[src/rtl/fetch_stage_pkg.sv]
// Shared definitions for the fetch stage.
// Holds the default datapath width, the bubble instruction and the fetch FSM encoding.
// Contents:
//   XLEN           default datapath/address width
//   NOP_INST       bubble instruction (addi x0,x0,0)
//   FETCH_*        fetch state encodings, used by fetch_state_e
package fetch_stage_pkg;

  localparam int unsigned XLEN     = 32;
  localparam logic [31:0] NOP_INST = 32'h0000_0013;

  localparam logic [1:0] FETCH_IDLE = 2'd0;  // nothing outstanding
  localparam logic [1:0] FETCH_WAIT = 2'd1;  // one imem request outstanding
  localparam logic [1:0] FETCH_HOLD = 2'd2;  // response parked in the holding buffer

  typedef enum logic [1:0] {
    StIdle = FETCH_IDLE,
    StWait = FETCH_WAIT,
    StHold = FETCH_HOLD
  } fetch_state_e;

endpackage

[src/rtl/fetch_stage_if.sv]
// Instruction-memory request/response bus between the fetch stage and imem.
// Signals:
//   req     request valid (master -> slave)
//   addr    request address (master -> slave)
//   gnt     request accepted this cycle; fire = req & gnt (slave -> master)
//   rvalid  response valid, at least one cycle after fire, in order (slave -> master)
//   rdata   response instruction (slave -> master)
// Modports: master (fetch side), slave (memory side).
interface fetch_stage_if #(
  parameter int unsigned XLEN = fetch_stage_pkg::XLEN
);

  logic            req;
  logic [XLEN-1:0] addr;
  logic            gnt;
  logic            rvalid;
  logic [31:0]     rdata;

  modport master (
    output req,
    output addr,
    input  gnt,
    input  rvalid,
    input  rdata
  );

  modport slave (
    input  req,
    input  addr,
    output gnt,
    output rvalid,
    output rdata
  );

endinterface

[src/rtl/fetch_stage_resp_buf.sv]
// One-entry {pc, inst} holding buffer for an imem response that arrives while IF/ID is stalled.
// Ports:
//   clk, rst_n       clock, asynchronous active-low reset
//   load             capture load_pc/load_inst and mark the entry valid (wins over clear)
//   clear            invalidate the entry
//   load_pc          PC of the response being parked
//   load_inst        instruction of the response being parked
//   valid            entry holds a parked response
//   pc, inst         parked PC and instruction
module fetch_stage_resp_buf #(
  parameter int unsigned XLEN     = fetch_stage_pkg::XLEN,
  parameter logic [31:0] NOP_INST = fetch_stage_pkg::NOP_INST
) (
  input  logic            clk,
  input  logic            rst_n,
  input  logic            load,
  input  logic            clear,
  input  logic [XLEN-1:0] load_pc,
  input  logic [31:0]     load_inst,
  output logic            valid,
  output logic [XLEN-1:0] pc,
  output logic [31:0]     inst
);

  logic            valid_q;
  logic [XLEN-1:0] pc_q;
  logic [31:0]     inst_q;

  always_ff @(posedge clk or negedge rst_n) begin
    if (!rst_n) begin
      valid_q <= 1'b0;
      pc_q    <= '0;
      inst_q  <= NOP_INST;
    end else if (load) begin
      valid_q <= 1'b1;
      pc_q    <= load_pc;
      inst_q  <= load_inst;
    end else if (clear) begin
      valid_q <= 1'b0;
    end
  end

  assign valid = valid_q;
  assign pc    = pc_q;
  assign inst  = inst_q;

endmodule

[src/rtl/fetch_stage.sv]
// IF stage: owns the PC, issues at most one outstanding imem request and drives the IF/ID
// pipeline register. Tolerates variable-latency imem; a response that arrives while IF/ID is
// stalled is parked in fetch_stage_resp_buf, and a response made stale by a redirect is dropped.
// Ports:
//   clk, rst_n        clock, asynchronous active-low reset
//   pc_from_taken     redirect PC to ex_mem_pc_target (mispredict), highest priority
//   pc_stall          do not issue a new fetch this cycle
//   if_id_stall       hold IF/ID contents
//   if_id_flush       load a bubble into IF/ID
//   ex_mem_pc_target  redirect target
//   imem              fetch_stage_if master (req/addr out, gnt/rvalid/rdata in)
//   if_id_valid       IF/ID holds a real instruction
//   if_id_pc          PC of the IF/ID instruction
//   if_id_inst        IF/ID instruction (NOP_INST when bubble)
// Optional feature, macro FETCH_PERF_EN: adds perf_fetch_cnt (instructions delivered to IF/ID),
//   perf_drop_cnt (responses discarded) and perf_stall_cnt (cycles with pc_stall|if_id_stall),
//   32-bit wrapping counters, reset to 0.
module fetch_stage #(
  parameter int unsigned     XLEN     = fetch_stage_pkg::XLEN,
  parameter logic [XLEN-1:0] RESET_PC = '0,
  parameter logic [31:0]     NOP_INST = fetch_stage_pkg::NOP_INST
) (
  input  logic               clk,
  input  logic               rst_n,
  input  logic               pc_from_taken,
  input  logic               pc_stall,
  input  logic               if_id_stall,
  input  logic               if_id_flush,
  input  logic [XLEN-1:0]    ex_mem_pc_target,
  fetch_stage_if.master      imem,
  output logic               if_id_valid,
  output logic [XLEN-1:0]    if_id_pc,
  output logic [31:0]        if_id_inst
`ifdef FETCH_PERF_EN
  ,
  output logic [31:0]        perf_fetch_cnt,
  output logic [31:0]        perf_drop_cnt,
  output logic [31:0]        perf_stall_cnt
`endif
);

  import fetch_stage_pkg::*;

  fetch_state_e    state_q, state_d;
  logic [XLEN-1:0] pc_q, pc_d;
  logic [XLEN-1:0] req_pc_q;
  logic            drop_q, drop_d;

  logic            fire;
  logic            buf_load, buf_clear, buf_valid;
  logic [XLEN-1:0] buf_pc;
  logic [31:0]     buf_inst;
  logic            deliver_live, deliver_buf;

  logic            if_id_valid_q, if_id_valid_d;
  logic [XLEN-1:0] if_id_pc_q, if_id_pc_d;
  logic [31:0]     if_id_inst_q, if_id_inst_d;

  // A new request may only go out when nothing is outstanding, or when the outstanding one is
  // being consumed this cycle; no request is driven while reset is asserted.
  assign imem.req  = rst_n & ~pc_stall & ~pc_from_taken &
                     ((state_q == StIdle) |
                      ((state_q == StWait) & imem.rvalid & ~if_id_stall));
  assign imem.addr = pc_q;
  assign fire      = imem.req & imem.gnt;

  always_comb begin
    state_d      = state_q;
    pc_d         = pc_q;
    drop_d       = drop_q;
    buf_load     = 1'b0;
    buf_clear    = 1'b0;
    deliver_live = 1'b0;
    deliver_buf  = 1'b0;

    if (fire) pc_d = pc_q + XLEN'(4);
    if (pc_from_taken) pc_d = ex_mem_pc_target;

    unique case (state_q)
      StIdle: begin
        if (fire) state_d = StWait;
      end
      StWait: begin
        if (imem.rvalid) begin
          if (pc_from_taken) begin
            // Response belongs to the wrong path; it is the only one outstanding.
            drop_d  = 1'b0;
            state_d = StIdle;
          end else if (drop_q) begin
            drop_d  = 1'b0;
            state_d = fire ? StWait : StIdle;
          end else if (if_id_stall) begin
            buf_load = 1'b1;
            state_d  = StHold;
          end else begin
            deliver_live = ~if_id_flush;
            state_d      = fire ? StWait : StIdle;
          end
        end else if (pc_from_taken) begin
          // Request still in flight: its response must be discarded when it lands.
          drop_d = 1'b1;
        end
      end
      StHold: begin
        if (pc_from_taken) begin
          buf_clear = 1'b1;
          state_d   = StIdle;
        end else if (!if_id_stall) begin
          buf_clear   = 1'b1;
          deliver_buf = buf_valid & ~if_id_flush;
          state_d     = StIdle;
        end
      end
      default: state_d = StIdle;
    endcase
  end

  // IF/ID next value: redirect/flush bubble > stall hold > parked buffer > live response > bubble.
  always_comb begin
    if_id_valid_d = 1'b0;
    if_id_pc_d    = '0;
    if_id_inst_d  = NOP_INST;
    if (!(if_id_flush | pc_from_taken)) begin
      if (if_id_stall) begin
        if_id_valid_d = if_id_valid_q;
        if_id_pc_d    = if_id_pc_q;
        if_id_inst_d  = if_id_inst_q;
      end else if (deliver_buf) begin
        if_id_valid_d = 1'b1;
        if_id_pc_d    = buf_pc;
        if_id_inst_d  = buf_inst;
      end else if (deliver_live) begin
        if_id_valid_d = 1'b1;
        if_id_pc_d    = req_pc_q;
        if_id_inst_d  = imem.rdata;
      end
    end
  end

  always_ff @(posedge clk or negedge rst_n) begin
    if (!rst_n) begin
      state_q       <= StIdle;
      pc_q          <= RESET_PC;
      req_pc_q      <= '0;
      drop_q        <= 1'b0;
      if_id_valid_q <= 1'b0;
      if_id_pc_q    <= '0;
      if_id_inst_q  <= NOP_INST;
    end else begin
      state_q       <= state_d;
      pc_q          <= pc_d;
      drop_q        <= drop_d;
      if_id_valid_q <= if_id_valid_d;
      if_id_pc_q    <= if_id_pc_d;
      if_id_inst_q  <= if_id_inst_d;
      if (fire) req_pc_q <= pc_q;
    end
  end

  fetch_stage_resp_buf #(
    .XLEN     (XLEN),
    .NOP_INST (NOP_INST)
  ) u_resp_buf (
    .clk       (clk),
    .rst_n     (rst_n),
    .load      (buf_load),
    .clear     (buf_clear),
    .load_pc   (req_pc_q),
    .load_inst (imem.rdata),
    .valid     (buf_valid),
    .pc        (buf_pc),
    .inst      (buf_inst)
  );

  assign if_id_valid = if_id_valid_q;
  assign if_id_pc    = if_id_pc_q;
  assign if_id_inst  = if_id_inst_q;

`ifdef FETCH_PERF_EN
  logic        discard;
  logic [31:0] fetch_cnt_q, drop_cnt_q, stall_cnt_q;

  // Discarded: a stale or wrong-path live response, or a parked response killed by a redirect.
  assign discard = ((state_q == StWait) & imem.rvalid & (pc_from_taken | drop_q)) |
                   ((state_q == StHold) & pc_from_taken);

  always_ff @(posedge clk or negedge rst_n) begin
    if (!rst_n) begin
      fetch_cnt_q <= '0;
      drop_cnt_q  <= '0;
      stall_cnt_q <= '0;
    end else begin
      if (deliver_buf | deliver_live) fetch_cnt_q <= fetch_cnt_q + 32'd1;
      if (discard)                    drop_cnt_q  <= drop_cnt_q + 32'd1;
      if (pc_stall | if_id_stall)     stall_cnt_q <= stall_cnt_q + 32'd1;
    end
  end

  assign perf_fetch_cnt = fetch_cnt_q;
  assign perf_drop_cnt  = drop_cnt_q;
  assign perf_stall_cnt = stall_cnt_q;
`endif

endmodule

[src/flat_wrapper.sv]
// flat-port wrapper written by rule: the top's interface ports become plain ports
module fetch_stage_flat import fetch_stage_pkg::*;
#(
  parameter int unsigned     XLEN     = fetch_stage_pkg::XLEN,
  parameter logic [XLEN-1:0] RESET_PC = '0,
  parameter logic [31:0]     NOP_INST = fetch_stage_pkg::NOP_INST
)
  (clk, rst_n, pc_from_taken, pc_stall, if_id_stall, if_id_flush, ex_mem_pc_target, if_id_valid, if_id_pc, if_id_inst, imem_req, imem_addr, imem_gnt, imem_rvalid, imem_rdata);
  fetch_stage_if #(.XLEN(XLEN)) imem_i ();
  input  logic clk;
  input  logic rst_n;
  input  logic pc_from_taken;
  input  logic pc_stall;
  input  logic if_id_stall;
  input  logic if_id_flush;
  input  logic [XLEN-1:0] ex_mem_pc_target;
  output logic if_id_valid;
  output logic [XLEN-1:0] if_id_pc;
  output logic [31:0] if_id_inst;
  output wire logic [$bits(imem_i.req)-1:0] imem_req;
  output wire logic [$bits(imem_i.addr)-1:0] imem_addr;
  input wire logic [$bits(imem_i.gnt)-1:0] imem_gnt;
  input wire logic [$bits(imem_i.rvalid)-1:0] imem_rvalid;
  input wire logic [$bits(imem_i.rdata)-1:0] imem_rdata;
  assign imem_req = imem_i.req;
  assign imem_addr = imem_i.addr;
  assign imem_i.gnt = imem_gnt;
  assign imem_i.rvalid = imem_rvalid;
  assign imem_i.rdata = imem_rdata;
  fetch_stage #(.XLEN(XLEN), .RESET_PC(RESET_PC), .NOP_INST(NOP_INST)) u_core (.clk(clk), .rst_n(rst_n), .pc_from_taken(pc_from_taken), .pc_stall(pc_stall), .if_id_stall(if_id_stall), .if_id_flush(if_id_flush), .ex_mem_pc_target(ex_mem_pc_target), .imem(imem_i), .if_id_valid(if_id_valid), .if_id_pc(if_id_pc), .if_id_inst(if_id_inst));
endmodule
[config.mk]
export PLATFORM = sky130hd
export DESIGN_NAME = fetch_stage_flat
export DESIGN_NICKNAME = d
export VERILOG_FILES = /design/src/rtl/fetch_stage_pkg.sv /design/src/rtl/fetch_stage_if.sv /design/src/rtl/fetch_stage_resp_buf.sv /design/src/rtl/fetch_stage.sv /design/src/flat_wrapper.sv
export SDC_FILE = /design/constraint.sdc
export NUM_CORES = 1
export LEC_CHECK = 0
export BUFFER_PORTS_ARGS = -buffer_cell sky130_fd_sc_hd__buf_4
export CAP_MARGIN = 25
export CORE_MARGIN = 2
export CORE_UTILIZATION = 59
export DETAILED_ROUTE_END_ITERATION = 16
export PLACE_DENSITY_LB_ADDON = 0.2
export SLEW_MARGIN = 10
export SYNTH_ARGS = -nofsm -noshare
export SYNTH_HDL_FRONTEND = slang
export SYNTH_SLANG_ARGS = --single-unit
[constraint.sdc]
create_clock -name clk -period 2.7 [get_ports clk]
set_input_delay 0.54 -clock clk [delete_from_list [all_inputs] [get_ports clk]]
set_output_delay 0.54 -clock clk [all_outputs]
set_load 0.01 [all_outputs]
# After elaboration in Yosys (flattened, before gate mapping)
# Cells that the tools add are included.
# Widths: inputs -> output; s select.
# word_totals
reg_bits	197
output_inout_bits	98
elab_cells	79
# op_classes
n_addsub	1
eq_ne	6
mux	43
n_bitwise	13
n_reduce_logical	6
# op_table
op	n
$mux 32	10
$add 32x3->32 const B	1
$mux 1	25
$mux 2	7
$and 1x1->1	7
$pmux 2 s3	1
$reduce_bool 2->1	3
$ne 2x1->1 const B	2
$not 1->1	4
$ne 3x3->1 const B	1
$reduce_and 3->1	1
$eq 2x1->1 const B	1
$eq 2x2->1 const B	1
$logic_not 2->1	1
$ne 2x2->1 const B	1
$or 1x1->1	2
$reduce_and 2->1	1

# Longest topological paths before layout
# Gate-level depths: netlist of run 1.
# depth
ltp_word	12
depth_mapped	7

# Modules after synthesis
# Synthesis of run 1 repeated with hierarchy kept, for this count alone.
# hier_totals
hier_cells	718
hier_area_um2	8767.2
# by_module_without_submodules
module	n_inst	cells_each	area_per_inst_um2
fetch_stage	1	580	6148.4
fetch_stage_resp_buf	1	138	2618.8

# Worst setup path before layout of run 1
# OpenSTA, ideal clock, no wires.
# synth_timing
path_type	reg-to-reg
start	reg u_core.pc_q[2], in the netlist u_core.imem.addr[2]
end	reg u_core.pc_q[16], in the netlist u_core.imem.addr[16]
arrival_time_ps	1811
path_slack_ps	764
stages_incl_launch_ff	8
period_less_slack_ps	1936
cell_sequence	dfrtp_1 > ha_1 > nand3_1 > or2_1 > buf_2 > nor4_2 > xor2_1 > mux2_2
# synth_via
elab_chain_len	3
# synth_lines
element	line_no	source
from (decl)	fetch_stage.sv:45	logic [XLEN-1:0] pc_q, pc_d;
from (signal assigned)	fetch_stage.sv:151	pc_q <= pc_d;
$add 32x3->32	fetch_stage.sv:76	if (fire) pc_d = pc_q + XLEN'(4);
$mux 32	fetch_stage.sv:76	
$mux 32	fetch_stage.sv:77	if (pc_from_taken) pc_d = ex_mem_pc_target;
# Every way passes these cells. The select of a mux whose other input is x is not followed.
# A chain may end at the register's enable or synchronous reset.

# Worst setup path in the final report of run 1
# layout_timing
start	reg u_core.state_q[1]
end	out imem_req
# layout_via
elab_chain_len	5
# layout_lines
element	line_no	source
from (decl)	fetch_stage.sv:44	fetch_state_e state_q, state_d;
from (signal assigned)	fetch_stage.sv:142	state_q <= StIdle;
from (signal assigned)	fetch_stage.sv:150	state_q <= state_d;
$eq 2x1->1	fetch_stage.sv:63	((state_q == StWait) & imem.rvalid & ~if_id_stall));
$and 1x1->1 (2 in series)	fetch_stage.sv:63	
$or 1x1->1 *	fetch_stage.sv:62	((state_q == StIdle) |
$and 1x1->1 *	fetch_stage.sv:61	assign imem.req = rst_n & ~pc_stall & ~pc_from_taken &
to (decl)	flat_wrapper.sv:20	output wire logic [$bits(imem_i.req)-1:0] imem_req;
# Mark *: on every way between the ends. The rest lies on a longest branch, timed or not.

==> results of run 1 <==
## sequential cells by signal, indices dropped and copies added (netlist names)
| register | count |
|---|---|
| u_core.imem.addr | 32 |
| u_core.if_id_valid | 1 |
| u_core.state_q | 2 |
| u_core.req_pc_q | 32 |
| u_core.u_resp_buf.inst | 32 |
| u_core.if_id_pc | 32 |
| u_core.u_resp_buf.valid | 1 |
| u_core.u_resp_buf.pc | 32 |
| u_core.if_id_inst | 32 |
| u_core.drop_q | 1 |
## worst paths after layout
check	startpoint	to	depth (start not counted)
max in group asynchronous	rst_n	u_core.u_resp_buf.pc[16]$_DFFE_PN0P_	2
worst min register to register	u_core.if_id_pc[2]$_DFFE_PN0P_	u_core.if_id_pc[2]$_DFFE_PN0P_	2
min in group asynchronous	rst_n	u_core.u_resp_buf.pc[29]$_DFFE_PN0P_	2
worst min-delay path	imem_rvalid	u_core.drop_q$_DFFE_PN0P_	2
worst max-delay path	u_core.state_q[1]$_DFFE_PN0P_	imem_req	4
worst max register to register	u_core.imem.addr[2]$_DFFE_PN0N_	u_core.imem.addr[16]$_DFFE_PN0N_	6
## routing by layer
layer	vias up	part of all wire [%]	global-route usage [%]
met2	217	51	44.5
met4	0	1.9	10.7
met3	33	5.6	5.41
met5	-	0	0
li1	2817	-	-
met1	3137	42	35.8
## synthesized netlist by cell type
cell         n  area share (%)
inv_1        6            0.26
mux2_2     103              13
o21ai_0     81             4.7
dfrtp_1    191              55
ha_1         1            0.15
and2_1       1           0.073
xor2_1       6            0.61
a21oi_1      5            0.29
or4_1        1           0.087
mux2_1       2            0.26
xnor2_1     23             2.3
dfstp_2      6             1.8
nor4_1       8            0.58
nand2b_1     3            0.22
nor3b_1      1           0.087
and4b_1      1            0.12
o21ai_1      7            0.41
nor4_2       6            0.87
nand4_4      2            0.49
a21o_1       1           0.087
buf_4        6            0.52
or3_4        1            0.13
and4_1       4            0.41
nand3_1     13            0.76
nor2_1       8            0.35
nor2b_1      4            0.29
or2_1        1           0.073
buf_2       14            0.81
o21a_1       1           0.087
mux2i_1     62             7.2
o2111ai_1    1            0.10
nor3_1      11            0.64
o22a_1       3            0.31
nand4_1      4            0.29
buf_1        1           0.044
nand2_1     99             4.3
and3_1       2            0.15
or2_2        1           0.073
nand4bb_1    1            0.13
clkbuf_1    21            0.92
## power breakdown
group          internal (W)  leakage (nW)  switching, W
Combinational      0.000505          2.01      0.000354
Clock               0.00160         0.295       0.00109
Sequential          0.00336          2.57      0.000318
## kinds of logic after synthesis
logic type / after synthesis / synth area share, %
flip-flops: 197 / 57.3
AO/OA/AOI/OAI: 99 / 5.98
multiplexers: 167 / 20.9
XOR/XNOR: 29 / 2.95
adder cells (fa/ha/maj): 1 / 0.145
AND/OR/NAND/NOR: 172 / 10.1
buffers and inverters: 48 / 2.56
## final cells by class
cell class                 instances  area share (%)
sequential                       197            45.8
multi-input combinational        468            32.4
timing repair buffer             186            13.5
clock buffer                      20            4.24
tap                              184            2.14
clock inverter                    12            1.64
inverter                           6           0.209
## stage by stage
stage | setup slack, ns | total power [W] | utilization (%)
after floorplan | 0.764 | 0.00415 | -
after global placement | 0.295 | 0.00450 | 70.2
after detailed placement | 0.274 | 0.00458 | 70.2
after CTS | 0.325 | 0.00727 | 74.5
after global routing | 0.392 | 0.00754 | 74.7
final | 0.525 | 0.00723 | 74.7
==> out/qor.yml, run 1 <==
status: "finished clean"
rsz0062_at_grt: "false"
hpwl_mm: 13.4
critPathBufInv: 1
cap_violations: 0
multi_input_area_um2: 3500
ys_ff_latch: 197
ys_warn_count: 0
path_cells: "nor3b_1 > o21ai_0 > nor2_1 > buf_4"
final_cells: 1073
cts_buffers: 17
period_share_pct: 80.5
synth_seq_area_share_pct: 57.3
grt_usage_pct: 27.1
critPathMaxStageDelay_ns: 0.44
rrSetupSlack_ns: 0.59
layout.cells.most_common_list: "dfrtp_1, buf_4, mux2_2"
peakVddDrop_mv: 0.441
io_buffers: 169
gp_congestion: 0.879
core_um2: 14400
worst_pin_slew_ns: 0.731
drtAntennaViolNets: 0
p_leak_nw: 4.88
syn_area_per_cell_um2: 12.1
max-slew-margin-rel_pct: 51.3
netlist_instances: 713
rows: 44
postPlaceCellArea_um2: 10100
setup_viol: 0
cp.required_ns: 2.16
post-cts-setup-buffers: 0
regArea_um2: 4940
fp.dieArea_um2: 15600
dpl.cell_count: 1040
grt_max_degree: 143
drc: 0
finalCriticalPeriod_ns: 2.17
diodes: 0
cp-end-kind: "primary output"
vias: 6204
via_per_inst: 5.78
arrival_ns: 1.63
clock_sinks: 197
syn_area_um2: 8610
final_common_cell: "dfrtp_1"
p_per_area_nw_per_um2: 671
critical_path.max_fanout: 6
clkSlewWorstSetupHoldPaths_ns: 0.07
syn2layout_area_growth_pct: 25.1
clock_skew_ns: 0.0151
final_area_um2: 10800
crit_slowest_cell: "dfrtp_1"
grt_antenna_before_repair: 0
finalHoldViolations: 0
final_net_count: 949
grt_pass1_vias: 6533
critPathKind: "flop to primary output"
cts_root_buf: "clkbuf_16"
clk_latency_ns: 0.43
overflow: 0
yosys.cell_types.count: 40
hold_ws_ns: 0.293
hold_buffers: 0
critPathTopFamily: "simple AND/OR/NAND/NOR gates"
dieHeight_um: 125
cts.path.max_buffers: 2
synth_nets: 786
cts_tree: "yes"
grt_pass1_wl_mm: 33.5
io_pins: 170
wl_mm: 20.3
post_route_cells_drive_above_1_share_pct: 38.5
start_util_pct: 59.7
wl_per_cell_um: 18.9
hp-class: "primary input to flop"
h-tree-depth: 4
cts-resized-gates: 0
start_kind: "flop"
finalMaxSlewViolations: 0
fmax_mhz: 460
die_w_um: 125
fin_tns_setup_ns: 0
dr.pass1.iters: 4
drtIter0Drc: 338
fillers: 972
Power figures use the tool's default switching activity.
==> run 2, diff against run 1 <==
ABC_AREA = 1   (was not set)
CORE_UTILIZATION = 50   (was 59)
clock period = 1.7 ns   (was 2.7 ns; I/O delays follow)
==> out/qor.yml, run 2 <==
drtIter0Drc: 565  # +67%
synthArstFlopShare_pct: 100  # unchanged
ys_warn_count: 0  # unchanged
hold_buffers: 0  # unchanged
power_frac_clock_pct: 35.2  # -2.0 points
synthTopCellsByArea: "dfrtp_1, nand2_1, nand3_1, o21ai_0, o211ai_1"
dr.pass1.iters: 6  # +2
p_int_w: 0.00789  # +44%
netlist_instances: 1103  # +55%
syn_area_per_cell_um2: 8.17  # -32%
synth_largest_area_cell: "dfrtp_1"
wl_mm: 23.0  # +14%
critical_path.max_fanout: 3  # -3
io_pins: 170  # unchanged
hold_ws_ns: 0.0491  # -0.244 ns
grt_usage_pct: 24.3  # -2.7 points
diodes: 0  # unchanged
grt_antenna_before_repair: 0  # unchanged
ys_ff_latch: 197  # unchanged
syn2layout_area_growth_pct: 25.3
overflow: 0  # unchanged
cts.path.max_buffers: 2  # unchanged
dieHeight_um: 138  # +11%
cp-end-kind: "primary output"
layout.cells.most_common_list: "nand2_1, buf_4, dfrtp_1"
die_w_um: 138  # +11%
clock_sinks: 197  # unchanged
hpwl_mm: 16.0  # +20%
arrival_ns: 1.31  # -0.32 ns
peakVddDrop_mv: 0.778  # +76%
max-slew-margin-rel_pct: 39.0  # -12 points
io_buffers: 169  # unchanged
period_share_pct: 97.0
clock_skew_ns: 0.00904  # -0.00607 ns
grt_max_degree: 125  # -13%
clkSlewWorstSetupHoldPaths_ns: 0.07  # about the same
fillers: 1583  # +63%
final_area_um2: 11300  # +4.7%
yosysMostFrequentCell: "nand2_1"
fmax_mhz: 606
postPlaceCellArea_um2: 10700  # +5.7%
pwr-share-seq_pct: 51.3  # +0.4 points
synth_seq_area_share_pct: 54.8  # -2.5 points
status: "finished clean"
ys.flop_type: "dfrtp_1"
pwr-share-comb_pct: 13.5  # +1.6 points
switching_power_w: 0.00315  # +78%
cp.required_ns: 1.36  # -0.80 ns
finalHoldViolations: 0  # unchanged
drtAntennaViolNets: 0  # unchanged
finalCriticalPeriod_ns: 1.65
clk_latency_ns: 0.44  # about the same
drc: 0  # unchanged
rows: 49  # +11%
critPathKind: "flop to primary output"
synth_common_cells: "nand2_1, dfrtp_1, nand3_1, inv_1, o21ai_0"
p_per_area_nw_per_um2: 977  # +46%
synth_edf_count: 0  # unchanged
cts_buffers: 17  # unchanged
grt_pass1_wl_mm: 37.7  # +12%
fp.dieArea_um2: 19100  # +23%
cts_tree: "yes"
final_common_cell: "nand2_1"
yosys.cell_types.count: 28  # -30%
p_leak_nw: 5.60  # +15%
synth_nets: 1176  # +50%
fin_util_pct: 63.3  # -11 points
grt_pass1_vias: 7493  # +15%
synth_top_area_share_pct: 53.0  # -2.4 points
start_kind: "flop"
setup_viol: 0  # unchanged
swShare_pct: 28.5  # +4.1 points
cts_root_buf: "clkbuf_16"
hp-class: "primary input to async pin"
h-tree-depth: 4  # unchanged
vias: 7842  # +26%
final_net_count: 1345  # +42%
start_util_pct: 50.5  # -9.2 points
finalMaxSlewViolations: 0  # unchanged
rsz0062_at_grt: "true"
wl_per_cell_um: 15.2  # -20%
fin_tns_setup_ns: 0  # unchanged
syn_area_um2: 9010  # +4.6%
worst_pin_slew_ns: 0.916  # +0.185 ns
via_per_inst: 5.18  # -10%
core_um2: 17800  # +24%
cap_violations: 0  # unchanged
gp_congestion: 0.874  # -0.59%
post_route_cells_drive_above_1_share_pct: 20.9  # -18 points
## run 2: final cells by class
class,instances,area (um^2),share of cell area [%]
Clock buffer,19,453,4.01
Clock inverter,13,113,0.997
Inverter,118,443,3.92
Multi-Input combinational cell,732,3390,30.0
Sequential cell,197,4940,43.7
Tap cell,229,287,2.54
Timing Repair Buffer,206,1670,14.8
## run 2: path summary, 6_finish.rpt
kind / to / start / slack [ns] / depth (start not counted)
max: imem_req / u_core.state_q[1]$_DFFE_PN0P_ / 0.05 / 6
min: u_core.u_resp_buf.inst[29]$_DFFE_PN0P_ / rst_n / 0.05 / 2
max reg2reg: u_core.if_id_pc[10]$_DFFE_PN0P_ / u_core.state_q[1]$_DFFE_PN0P_ / 0.15 / 6
min reg2reg: u_core.if_id_inst[0]$_DFFE_PN1P_ / u_core.u_resp_buf.inst[0]$_DFFE_PN1P_ / 0.48 / 2
max in group asynchronous: u_core.if_id_pc[27]$_DFFE_PN0P_ / rst_n / 0.90 / 2
min in group clk: u_core.imem.addr[0]$_DFFE_PN0P_ / ex_mem_pc_target[0] / 0.11 / 3
## run 2: cells by family (layout without fill, tap and decap cells)
family                     after synthesis  in the layout  share of synthesized area (%)
adders and majority gates                1              1                          0.139
AOI/OAI and AO/OA                      180            180                           11.7
buffers and inverters                  174            356                           7.80
DFF                                    197            197                           54.8
muxes                                    3              3                          0.375
xor gates and xnor gates                 5              5                          0.486
and+or+nand+nor                        543            543                           24.6
## run 2: per-stage QoR
step | std cells | power, W | setup slack, ns
finish | 1514 | 0.0110 | 0.0510
global route | 1514 | 0.0116 | -0.00124
CTS | 1514 | 0.0111 | 0.0157
detailed placement | 1481 | 0.00724 | 0.139
global placement | 1481 | 0.00718 | 0.137
floorplan | 1103 | 0.00647 | 0.146
## run 2: routing by layer
metal	global-route usage, %	up-vias	share of wire (%)
li1	-	3891	-
met1	35.4	3665	46
met2	38.1	260	46
met3	3.43	26	5.9
met4	8.22	0	1.8
met5	0	-	0
## run 2: what timing repair did
action / in CTS / in global routing
endpoints found under the hold margin: 0 / 0
setup endpoints to repair: 1 / 3
pin swaps: 0 / 3
buffers inserted: 1 / 0
resized for setup: 2 / 6
## run 2: power groups by stage
stage               Combinational (W)  Clock, W  Sequential (W)
floorplan                    0.000799         0         0.00568
finish                        0.00149   0.00389         0.00566
global placement              0.00146         0         0.00572
detailed placement            0.00150         0         0.00574
global route                  0.00172   0.00411         0.00574
CTS                           0.00151   0.00395         0.00565
## run 2: worst max-delay path: stages, from the launching register on
cell and delay, ns:
dfrtp_1 0.39, inv_2 0.07, nand4_1 0.09, nand2_2 0.12, nand2_2 0.08, inv_2 0.05, buf_6 0.09
==> run 3, diff against run 2 <==
==> constraint.sdc (replaced) <==
create_clock -name clk -period 1.7 [get_ports clk]
set_input_delay 0.17 -clock clk [delete_from_list [all_inputs] [get_ports clk]]
set_output_delay 0.17 -clock clk [all_outputs]
set_load 0.01 [all_outputs]
==> out/qor.yml, run 3 (synthesis gave the netlist of run 2 again) <==
start_kind: "flop"
period_share_pct: 92.2  # -4.8 points
final_common_cell: "nand2_1"
dieHeight_um: 138  # unchanged
peakVddDrop_mv: 0.759  # -2.5%
setup_viol: 0  # unchanged
hp-class: "primary input to flop"
final_area_um2: 11500  # +1.7%
hpwl_mm: 15.9  # -0.81%
dr.pass1.iters: 5  # -1
path_cells: "inv_2 > nand4_1 > nand2_1 > nand2_1 > inv_1 > buf_4"
drtIter0Drc: 560  # -0.88%
postPlaceCellArea_um2: 10700  # -0.37%
cap_violations: 0  # unchanged
critPathBufInv: 3  # unchanged
syn2layout_area_growth_pct: 27.5
arrival_ns: 1.40  # +0.09 ns
grt_pass1_vias: 7428  # -0.87%
p_leak_nw: 5.67  # +1.3%
final_net_count: 1361  # +1.2%
finalHoldViolations: 0  # unchanged
vias: 7945  # +1.3%
drc: 0  # unchanged
clock_sinks: 197  # unchanged
clkSlewWorstSetupHoldPaths_ns: 0.07  # about the same
dp_slack_ns: 0.134  # -0.00583 ns
rsz0062_at_grt: "true"
layout_setup_ws_ns: 0.132  # +0.0809 ns
grt_max_degree: 198  # +58%
grt_pass1_wl_mm: 38.7  # +2.8%
core_um2: 17800  # unchanged
clk_latency_ns: 0.43  # about the same
worst_pin_slew_ns: 1.01  # +0.0972 ns
layout.cells.most_common_list: "nand2_1, buf_4, dfrtp_1"
crit_slowest_cell: "dfrtp_1"
cts_tree: "yes"
clock_skew_ns: 0.00939  # +0.000345 ns
final_cells: 1530  # +1.1%
cts_root_buf: "clkbuf_16"
hold_ws_ns: 0.00807  # -0.0411 ns
finalMaxSlewViolations: 0  # unchanged
cts_buffers: 17  # unchanged
rows: 49  # unchanged
drtAntennaViolNets: 0  # unchanged
critPathKind: "flop to primary output"
wl_mm: 23.6  # +2.3%
grt_usage_pct: 24.9  # +0.58 points
dpl.cell_count: 1479  # -0.14%
cts.path.max_buffers: 2  # unchanged
die_w_um: 138  # unchanged
critPathMaxStageDelay_ns: 0.43  # +0.04 ns
cpMostUsedCell: "nand2_1"
cp.required_ns: 1.53  # +0.17 ns
max-slew-margin-rel_pct: 32.5  # -6.5 points
regArea_um2: 4940  # unchanged
critPathTopFamily: "flip-flops"
io_buffers: 169  # unchanged
critical_path.max_fanout: 4  # +1
fin_util_pct: 64.4  # +1.1 points
fillers: 1587  # +0.25%
gp_congestion: 0.884  # +1.2%
finalCriticalPeriod_ns: 1.57  # -0.0809 ns
start_util_pct: 50.5  # unchanged
cp-end-kind: "primary output"
diodes: 0  # unchanged
multi_input_area_um2: 3380  # about the same
via_per_inst: 5.19  # +0.25%
h-tree-depth: 4  # unchanged
overflow: 0  # unchanged
wl_per_cell_um: 15.4  # +1.2%
fmax_mhz: 638  # +5.2%
status: "finished clean"
io_pins: 170  # unchanged
grt_antenna_before_repair: 0  # unchanged
p_per_area_nw_per_um2: 992  # +1.4%
fp.dieArea_um2: 19100  # unchanged
post_route_cells_drive_above_1_share_pct: 20.1  # -0.79 points
-- run 3: changes by cell type in the layout (fill, tap and decap cells not counted), moves of 2 or more --
cell	delta
dlygate4sd3_1	+19
bufinv_16	+3
inv_6	-3
buf_12	-2
clkbuf_8	-2
clkinvlp_4	+2
inv_1	+2
inv_2	-2
nand2_1	+2
nand2_2	-2
-- run 3: timing repair --
item                       4_1_cts  5_1_grt
hold endpoints to repair        19        0
hold buffers                    19        0
resized for setup                0        4
buffers inserted                 0        0
setup endpoints to repair        0        6
-- run 3: per-stage QoR --
step | total power, W | setup TNS [ns]
6_report | 0.0114 | 0
5_1_grt | 0.0119 | -0.0140
4_1_cts | 0.0115 | 0
3_5_place_dp | 0.00723 | 0
3_3_place_gp | 0.00717 | 0
2_1_floorplan | 0.00647 | 0
-- run 3: final cells by class --
cell class              instances  area share (%)
flip-flops and latches        197            43.0
multi-input cells             732            29.5
repair buffers                222            15.8
inverters                     118            3.86
clock buffers                  17            3.70
well taps                     229            2.49
clock inverters                15            1.70
-- run 3: path summary, 6_finish.rpt --
kind | startpoint | endpoint | slack [ns] | cells past startpoint
min | ex_mem_pc_target[21] | u_core.imem.addr[21]$_DFFE_PN0N_ | 0.008 | 5
max reg2reg | u_core.state_q[1]$_DFFE_PN0P_ | u_core.imem.addr[14]$_DFFE_PN0N_ | 0.13 | 8
min reg2reg | u_core.u_resp_buf.pc[2]$_DFFE_PN0P_ | u_core.u_resp_buf.pc[2]$_DFFE_PN0P_ | 0.49 | 2
max | u_core.state_q[1]$_DFFE_PN0P_ | imem_req | 0.13 | 6
max in group asynchronous | rst_n | u_core.imem.addr[9]$_DFFE_PN0N_ | 0.96 | 2
min in group asynchronous | rst_n | u_core.if_id_pc[12]$_DFFE_PN0P_ | 0.05 | 2
-- run 3: where the power goes --
group          switching (W)  internal, W  leakage [nW]
Clock                0.00184      0.00236         0.291
Combinational       0.000891     0.000648          2.78
Sequential          0.000388      0.00527          2.60
Total                0.00312      0.00827          5.67
-- run 3: tightest hold or removal path, cell delays in order --
cell and delay [ns]:
buf_4 0.08, nand2_1 0.04, nand2_1 0.05, inv_1 0.03
nand2_1 0.04
-- run 3: per-layer routing --
layer	wire [um]	vias up	global-route usage (%)	share of wire [%]
met1	11000	3741	36.3	47
met4	412	0	7.20	1.7
met5	0	-	0	0
li1	-	3917	-	-
met2	10800	260	38.9	46
met3	1340	27	4.30	5.7
